File: src/rtl/load_ext_unit_pkg.sv
// Shared encodings for the load path: load-select codes (also used by the
// control decoder), load error codes and the load FSM state type.
package load_ext_unit_pkg;

    localparam logic [2:0] LD_LW  = 3'd1;
    localparam logic [2:0] LD_LH  = 3'd2;
    localparam logic [2:0] LD_LHU = 3'd3;
    localparam logic [2:0] LD_LB  = 3'd4;
    localparam logic [2:0] LD_LBU = 3'd5;

    localparam logic [1:0] ERR_NONE = 2'd0;
    localparam logic [1:0] ERR_ADEL = 2'd1;
    localparam logic [1:0] ERR_TMO  = 2'd2;
    localparam logic [1:0] ERR_SEL  = 2'd3;

    typedef enum logic [1:0] {
        ST_IDLE  = 2'd0,
        ST_WAIT  = 2'd1,
        ST_DONE  = 2'd2,
        ST_DRAIN = 2'd3
    } ld_state_e;

    function automatic logic sel_legal(input logic [2:0] sel);
        logic ok;
        case (sel)
            LD_LW, LD_LH, LD_LHU, LD_LB, LD_LBU: ok = 1'b1;
            default:                             ok = 1'b0;
        endcase
        return ok;
    endfunction

    // Word loads need a 4-byte aligned address, halfword loads a 2-byte one.
    function automatic logic misaligned(input logic [2:0] sel, input logic [1:0] lo);
        logic bad;
        case (sel)
            LD_LW:         bad = (lo != 2'b00);
            LD_LH, LD_LHU: bad = lo[0];
            default:       bad = 1'b0;
        endcase
        return bad;
    endfunction

endpackage

File: src/rtl/load_ext_unit_lane.sv
// Combinational byte/halfword lane extraction with sign or zero extension
// of a read word according to the load select code.
module load_lane_ext
    import load_ext_unit_pkg::*;
(
    input  logic [31:0] word,
    input  logic [1:0]  addr_lo,
    input  logic [2:0]  sel,
    output logic [31:0] data
);

    logic [7:0]  byte_s;
    logic [15:0] half_s;

    // Select the addressed byte and halfword lanes.
    always_comb begin
        case (addr_lo)
            2'd0:    byte_s = word[7:0];
            2'd1:    byte_s = word[15:8];
            2'd2:    byte_s = word[23:16];
            2'd3:    byte_s = word[31:24];
            default: byte_s = 8'h00;
        endcase
        if (addr_lo[1]) begin
            half_s = word[31:16];
        end else begin
            half_s = word[15:0];
        end
    end

    // Extend the selected lane to 32 bits.
    always_comb begin
        case (sel)
            LD_LW:   data = word;
            LD_LH:   data = {{16{half_s[15]}}, half_s};
            LD_LHU:  data = {16'h0000, half_s};
            LD_LB:   data = {{24{byte_s[7]}}, byte_s};
            LD_LBU:  data = {24'h000000, byte_s};
            default: data = 32'h0000_0000;
        endcase
    end

endmodule

File: src/rtl/load_ext_unit.sv
// Load unit: issues a word read on behalf of the MEM stage, waits for the
// acknowledge with a timeout, extends the addressed lane and pulses ld_done.
module load_ext_unit
    import load_ext_unit_pkg::*;
#(
    parameter int TIMEOUT_CYC = 16
) (
    input  logic        clk,
    input  logic        reset_n,
    input  logic        ld_valid,
    input  logic [31:0] ld_addr,
    input  logic [2:0]  ld_sel,
    input  logic        flush,
    output logic        ld_busy,
    output logic        ld_done,
    output logic [31:0] ld_data,
    output logic [1:0]  ld_err,
    output logic        bus_req,
    output logic [31:0] bus_addr,
    input  logic        bus_ack,
    input  logic [31:0] bus_rdata
);

    localparam int CNT_W = $clog2(TIMEOUT_CYC + 1);
    localparam logic [CNT_W-1:0] CNT_LAST = CNT_W'(TIMEOUT_CYC - 1);

    ld_state_e        state_q, state_d;
    logic [2:0]       sel_q, sel_d;
    logic [1:0]       lo_q, lo_d;
    logic [CNT_W-1:0] cnt_q, cnt_d;
    logic [31:0]      addr_q, addr_d;
    logic [31:0]      data_q, data_d;
    logic [1:0]       err_q, err_d;
    logic             req_q, req_d;
    logic             busy_q, busy_d;
    logic             done_q, done_d;
    logic [31:0]      ext_s;

    load_lane_ext u_lane (
        .word    (bus_rdata),
        .addr_lo (lo_q),
        .sel     (sel_q),
        .data    (ext_s)
    );

    // Next-state, counter and result capture.
    always_comb begin
        state_d = state_q;
        sel_d   = sel_q;
        lo_d    = lo_q;
        cnt_d   = cnt_q;
        addr_d  = addr_q;
        data_d  = data_q;
        err_d   = err_q;
        case (state_q)
            ST_IDLE: begin
                cnt_d = '0;
                if (ld_valid && !flush) begin
                    sel_d = ld_sel;
                    lo_d  = ld_addr[1:0];
                    if (!sel_legal(ld_sel)) begin
                        err_d   = ERR_SEL;
                        state_d = ST_DONE;
                    end else if (misaligned(ld_sel, ld_addr[1:0])) begin
                        err_d   = ERR_ADEL;
                        state_d = ST_DONE;
                    end else begin
                        addr_d  = {ld_addr[31:2], 2'b00};
                        state_d = ST_WAIT;
                    end
                end else begin
                    state_d = ST_IDLE;
                end
            end
            ST_WAIT: begin
                // An ack in the expiry cycle still wins over the timeout.
                if (bus_ack) begin
                    cnt_d = '0;
                    if (flush) begin
                        state_d = ST_IDLE;
                    end else begin
                        data_d  = ext_s;
                        err_d   = ERR_NONE;
                        state_d = ST_DONE;
                    end
                end else if (flush) begin
                    cnt_d   = '0;
                    state_d = ST_DRAIN;
                end else if (cnt_q == CNT_LAST) begin
                    cnt_d   = '0;
                    err_d   = ERR_TMO;
                    state_d = ST_DONE;
                end else begin
                    cnt_d = cnt_q + CNT_W'(1);
                end
            end
            ST_DONE: begin
                cnt_d   = '0;
                state_d = ST_IDLE;
            end
            ST_DRAIN: begin
                // Swallow the outstanding ack so it is not credited to the next load.
                if (bus_ack || (cnt_q == CNT_LAST)) begin
                    cnt_d   = '0;
                    state_d = ST_IDLE;
                end else begin
                    cnt_d = cnt_q + CNT_W'(1);
                end
            end
            default: begin
                cnt_d   = '0;
                state_d = ST_IDLE;
            end
        endcase
        req_d  = (state_d == ST_WAIT);
        busy_d = (state_d != ST_IDLE);
        done_d = (state_d == ST_DONE);
    end

    // State and output registers.
    always_ff @(posedge clk or negedge reset_n) begin
        if (!reset_n) begin
            state_q <= ST_IDLE;
            sel_q   <= 3'd0;
            lo_q    <= 2'd0;
            cnt_q   <= '0;
            addr_q  <= 32'h0000_0000;
            data_q  <= 32'h0000_0000;
            err_q   <= ERR_NONE;
            req_q   <= 1'b0;
            busy_q  <= 1'b0;
            done_q  <= 1'b0;
        end else begin
            state_q <= state_d;
            sel_q   <= sel_d;
            lo_q    <= lo_d;
            cnt_q   <= cnt_d;
            addr_q  <= addr_d;
            data_q  <= data_d;
            err_q   <= err_d;
            req_q   <= req_d;
            busy_q  <= busy_d;
            done_q  <= done_d;
        end
    end

    // A flush during the DONE cycle must cancel the completion pulse itself.
    assign ld_done  = done_q & ~flush;
    assign ld_busy  = busy_q;
    assign ld_data  = data_q;
    assign ld_err   = err_q;
    assign bus_req  = req_q;
    assign bus_addr = addr_q;

endmodule
File: config.mk
export PLATFORM = sky130hd
export DESIGN_NAME = load_ext_unit
export DESIGN_NICKNAME = d
export VERILOG_FILES = /design/src/rtl/load_ext_unit_pkg.sv /design/src/rtl/load_ext_unit_lane.sv /design/src/rtl/load_ext_unit.sv
export SDC_FILE = /design/constraint.sdc
export NUM_CORES = 1
export LEC_CHECK = 0
export ABC_AREA = 1
export ABC_CLOCK_PERIOD_IN_PS = 2500
export CORE_MARGIN = 2
export CORE_UTILIZATION = 60
export CTS_BUF_LIST = sky130_fd_sc_hd__clkbuf_2 sky130_fd_sc_hd__clkbuf_4 sky130_fd_sc_hd__clkbuf_8
export DETAILED_ROUTE_END_ITERATION = 16
export DONT_BUFFER_PORTS = 1
export PLACE_DENSITY = 0.8
export SETUP_SLACK_MARGIN = 0.02
export SYNTH_ARGS = -nofsm -noshare
export SYNTH_HDL_FRONTEND = slang
export SYNTH_HIERARCHICAL = 1
export SYNTH_SLANG_ARGS = --single-unit
File: constraint.sdc
create_clock -name clk -period 2.5 [get_ports clk]
set_clock_uncertainty 0.1 [all_clocks]
set_input_delay 0.75 -clock clk [delete_from_list [all_inputs] [get_ports clk]]
set_output_delay 0.75 -clock clk [all_outputs]
set_load 0.02 [all_outputs]
; Yosys cells after proc, flatten, opt, wreduce, memory -nomap -nowiden
; Index checks and enable logic that the tools add are counted.
[totals]
output_inout_bits = 69
elab_cells = 84
ff_bits = 79
input_bits = 72
[op_classes]
n_bitwise = 3
muxes = 32
reduce_logical = 15
add_sub_neg = 1
eq_ne = 23
[ops]
columns = cell, count
row1 = $pmux 32 s5, 1
row2 = $pmux 8 s4, 1
row3 = $mux 2, 15
row4 = $mux 5, 4
row5 = $mux 16, 1
row6 = $pmux 5 s3, 1
row7 = $eq 3x2->1 const B, 4
row8 = $eq 3x3->1 const B, 4
row9 = $eq 2x2->1 const B, 5
row10 = $pmux 2 s4, 1
row11 = $eq 2x1->1 const B, 3
row12 = $eq 3x1->1 const B, 2
row13 = $mux 1, 6
row14 = $ne 3x3->1 const B, 2
row15 = $reduce_bool 2->1, 3
row16 = $add 5x1->5 const B, 1
row17 = $eq 5x4->1 const B, 1
row18 = $reduce_and 5->1, 1
row19 = $reduce_or 5->1, 1
row20 = $logic_not 2->1, 2
row21 = $ne 2x2->1 const B, 2
row22 = $pmux 2 s2, 1
row23 = $reduce_and 4->1, 1
row24 = $reduce_or 2->1, 2
row25 = other kinds (8), 9

; Depth between registers and ports, before layout
[logic_depth]
ltp_word = 13
depth_mapped = 11
depth_no_buf = 11

; Modules after synthesis
; Netlist, hierarchy kept.
[by_module_without_submodules]
columns = mod, cells_per_inst, area_each_um2, n_inst
row1 = load_ext_unit, 370, 3325.7, 1
row2 = load_lane_ext, 157, 802.0, 1

; Worst setup path after synthesis
; No wires, ideal clock.
[synth_path]
path_type = input port to output port
startpoint = in flush
endpoint = out ld_done
setup_slack_ns = 0.607
arrival_ns = 1.043
path_stages = 1
cell_sequence = nor2_1
[synth_via]
elab_chain_len = 2
[synth_lines]
columns = element, line
row1 = start: declaration, load_ext_unit.sv:13  ; input logic flush,
row2 = $not 1->1, load_ext_unit.sv:148  ; assign ld_done = done_q & ~flush;
row3 = $and 1x1->1, load_ext_unit.sv:148
row4 = end: declaration, load_ext_unit.sv:15  ; output logic ld_done,
; No other way between the ends.

; Worst setup path after layout
; Same ends and word-level chain as after synthesis.

==> results.tsv <==
stage	metric	value	unit
outcome	run status	finished with violations	
outcome	failing checks	negative hold slack	
placed_design	detailed placer's ending HPWL	6550	um
clock_tree	CTS sink count	79	
clock_tree	H-tree depth	3	
synth	Post-Synth XOR/XNOR Area	0.424	%
global_route	total gr overflow	0	
critical_path	Setup CP Type	in -> out	
synth	main combinational cell family by area after synthesis	simple AND/OR/NAND/NOR gates	
floorplanning	Die Width	86.9	um
sta	unrepaired setup endpoints after global routing	false	
placed_design	routability cong.	0.935	
synth	distinct cell type count after synthesis	29	
critical_path	critical path endpoint category	primary output	
sta	slew margin rel.	60.4	%
global_route	first-pass GRT wire length	14900	um
sta	worst hold slack	-0.00751	ns
critical_path	CP delay by family, top	simple AND/OR/NAND/NOR gates	
synth	Seq/Total Area, Yosys	47.9	%
clock_tree	Clock Pin Slew Worst Setup and Hold Paths	0.08	ns
cells_and_area	synthesis-to-layout area growth	5.52	%
synth	synthesized instance count	527	
sta	max-slew violations	0	
route	routed vias/inst	5.54	
route	Routed WL	9110	um
synth	Syn. warnings	6	
cells_and_area	nets	594	
pwr	Pwr per Cell Area	1140	mW/mm^2
route	Final ANT Viol Nets	0	
synth	top_reg_cell synth	dfrtp_1	
synth	Adder-Cell Fraction of Synth Area	0.909	%
route	via count	3347	
sta	min cycle time layout	1.90	ns
floorplanning	Boundary Pins	141	
sta	f_max	0.527	GHz
route	DRC errors left	0	
synth	share of the synthesized area in the top cell type	47.9	%
job	Max Cap Violations	0	
clock_tree	clk buf depth	2	
sta	Tcrit/Tclk final	75.9	%
synth	post-synthesis cell area	0.00413	sq mm
synth	count leader, synth	nand2_1	
floorplanning	Core Rows	30	
floorplanning	die area	0.00756	sq mm
critical_path	crit-path max cell delay	0.30	ns
clock_tree	post-cts resize count	0	
clock_tree	Skew-Pair Late Insertion Delay	0.34	ns
critical_path	WP data arrival	1.05	ns
critical_path	Worst Path Buf+Inv	0	
pwr	Leakage	2.36	nW
sta	Least-Margin Pin Slew	0.590	ns
critical_path	Worst setup SP type	input port	
floorplanning	Die Height	86.9	um
pwr	VDD IR max	638	uV
global_route	vias in the first global route	3255	
route	First DRT Iteration DRCs	199	
synth	number of enable flip-flop cells after synthesis	0	
synth	asr flop ratio synth	100	%
cells_and_area	ANT cells	0	
synth	synth cell count leaders	nand2_1 (207), dfrtp_1 (79), nand3_1 (52)	
synth	Synth area leaders	dfrtp_1 (48%), nand2_1 (19%), nand3_1 (6.3%), nand3_2 (5.3%), inv_1 (4.1%)	
floorplanning	core area	0.00672	sq mm
synth	area leader, netlist	dfrtp_1	
critical_path	Req. time, crit path	1.65	ns
sta	# setup viols final	0	
synth	simple-gate share of the synthesized area	35.3	%
route	WL/cell	15.1	um
route	Pre-Repair DR Iteration Count	5	
hold_path	Min-Delay Path Class	in -> async	
critical_path	Worst path slowest cell	nor2_1	
sta	final setup TNS	0	ns
synth	mean post-synth cell area	7.83	sq um
cells_and_area	Design Area, Final	0.00436	sq mm
critical_path	reg2reg setup slack	0.60	ns
placed_design	IO Port Bufs	0	
floorplanning	Initial Util	61.4	%
global_route	initial antenna violation count	0	
synth	#FFs+latches synth	79	
synth	complex-gate fraction of the synthesized area	5.82	%
clock_tree	CTS Buf Count	9	
global_route	GRT Total Usage	25.0	%
placed_design	area post-placement	0.00412	sq mm
global_route	largest net degree at the start of global routing	80	
critical_path	cells along the critical path	nor2_1	
cells_and_area	layout cell share with drive strength beyond 1	12.6	%
synth	mux contribution to synthesized area	0.364	%
critical_path	CP max FO	3	
clock_tree	CTS tree	yes	
sta	Fin. Hold Viols	16	
clock_tree	CTS root buf	clkbuf_8	
cell type report:
cell class                 count  area, sq um
fill                         558         2360
sequential                    79         1980
multi-input combinational    370         1780
inverter                      53          199
clock buffer                  10          131
clock inverter                 6          109
tap                           80          100
timing repair buffer           6         57.6
cell families after synthesis:
kind of cell,Yosys count
AND/OR/NAND/NOR,316
adder cells (fa/ha/maj),3
AO/OA/AOI/OAI,46
flip-flops,79
other,1
multiplexers,1
buffers and inverters,79
XOR/XNOR,2
cells in the final DEF, fill, tap and decap left out, types with 2 or more instances in the layout:
cell type  Yosys  final
a21oi_1        5      5
buf_4          6      5
bufinv_16      0      3
clkbuf_8       0      9
clkinv_2       0      2
conb_1         1      2
dfrtp_1       79     79
ha_1           3      3
inv_1         45     45
inv_2          8      8
nand2_1      207    207
nand2_2        3      3
nand2_4        3      3
nand3_1       52     52
nand3_2       22     22
nor2_1        21     21
nor2_4         3      3
o211ai_1       2      2
o21ai_0        4      4
o21ai_1       33     33
or2_2          2      2
through the flow:
stage / cells / power, W / worst slack (ns) / util (%)
after floorplan: 528 / 0.00355 / 0.607 / -
after global placement: 588 / 0.00378 / 0.512 / 61.2
after detailed placement: 588 / 0.00385 / 0.426 / 61.2
after CTS: 604 / 0.00498 / 0.598 / 64.8
after global routing: 604 / 0.00528 / 0.427 / 64.8
final: 604 / 0.00495 / 0.602 / 64.8
power breakdown:
group          switching (W)  leakage, nW  internal [W]
clock               0.000459        0.124      0.000673
combinational       0.000721         1.22      0.000437
sequential          0.000919         1.02       0.00174
what timing repair did:
item / CTS / global route
endpoints found under the setup margin: 0 / 0
hold endpoints to repair: 79 / 79
setup buffers: 0 / 0
state kept, by name, summed over array words and instances (netlist names):
register,cells
ld_busy,1
lo_q,2
bus_addr,30
sel_q,3
state_q,2
done_q,1
cnt_q,5
ld_err,2
bus_req,1
ld_data,32
per-layer routing:
| metal | wire (um) | up-vias | GRT usage (%) |
|---|---|---|---|
| met5 | 0 | - | 0 |
| met4 | 153 | 0 | 8.52 |
| met3 | 986 | 15 | 8.91 |
| met2 | 4390 | 140 | 41.2 |
| met1 | 3580 | 1564 | 30.3 |
| li1 | - | 1628 | - |
worst paths after layout:
kind                                      from                      end  depth (start not counted)
setup / recovery                         flush                  ld_done                          1
hold / removal                         reset_n   ld_data[2]$_DFFE_PN0P_                          0
setup reg to reg           lo_q[1]$_DFFE_PN0P_  ld_data[28]$_DFFE_PN0P_                          7
hold reg to reg             cnt_q[0]$_DFF_PN0_       cnt_q[0]$_DFF_PN0_                          1
max in group asynchronous              reset_n  ld_data[24]$_DFFE_PN0P_                          0
min in group clk            cnt_q[0]$_DFF_PN0_       cnt_q[0]$_DFF_PN0_                          1
Note: power is estimated with default switching activity, not from simulation.
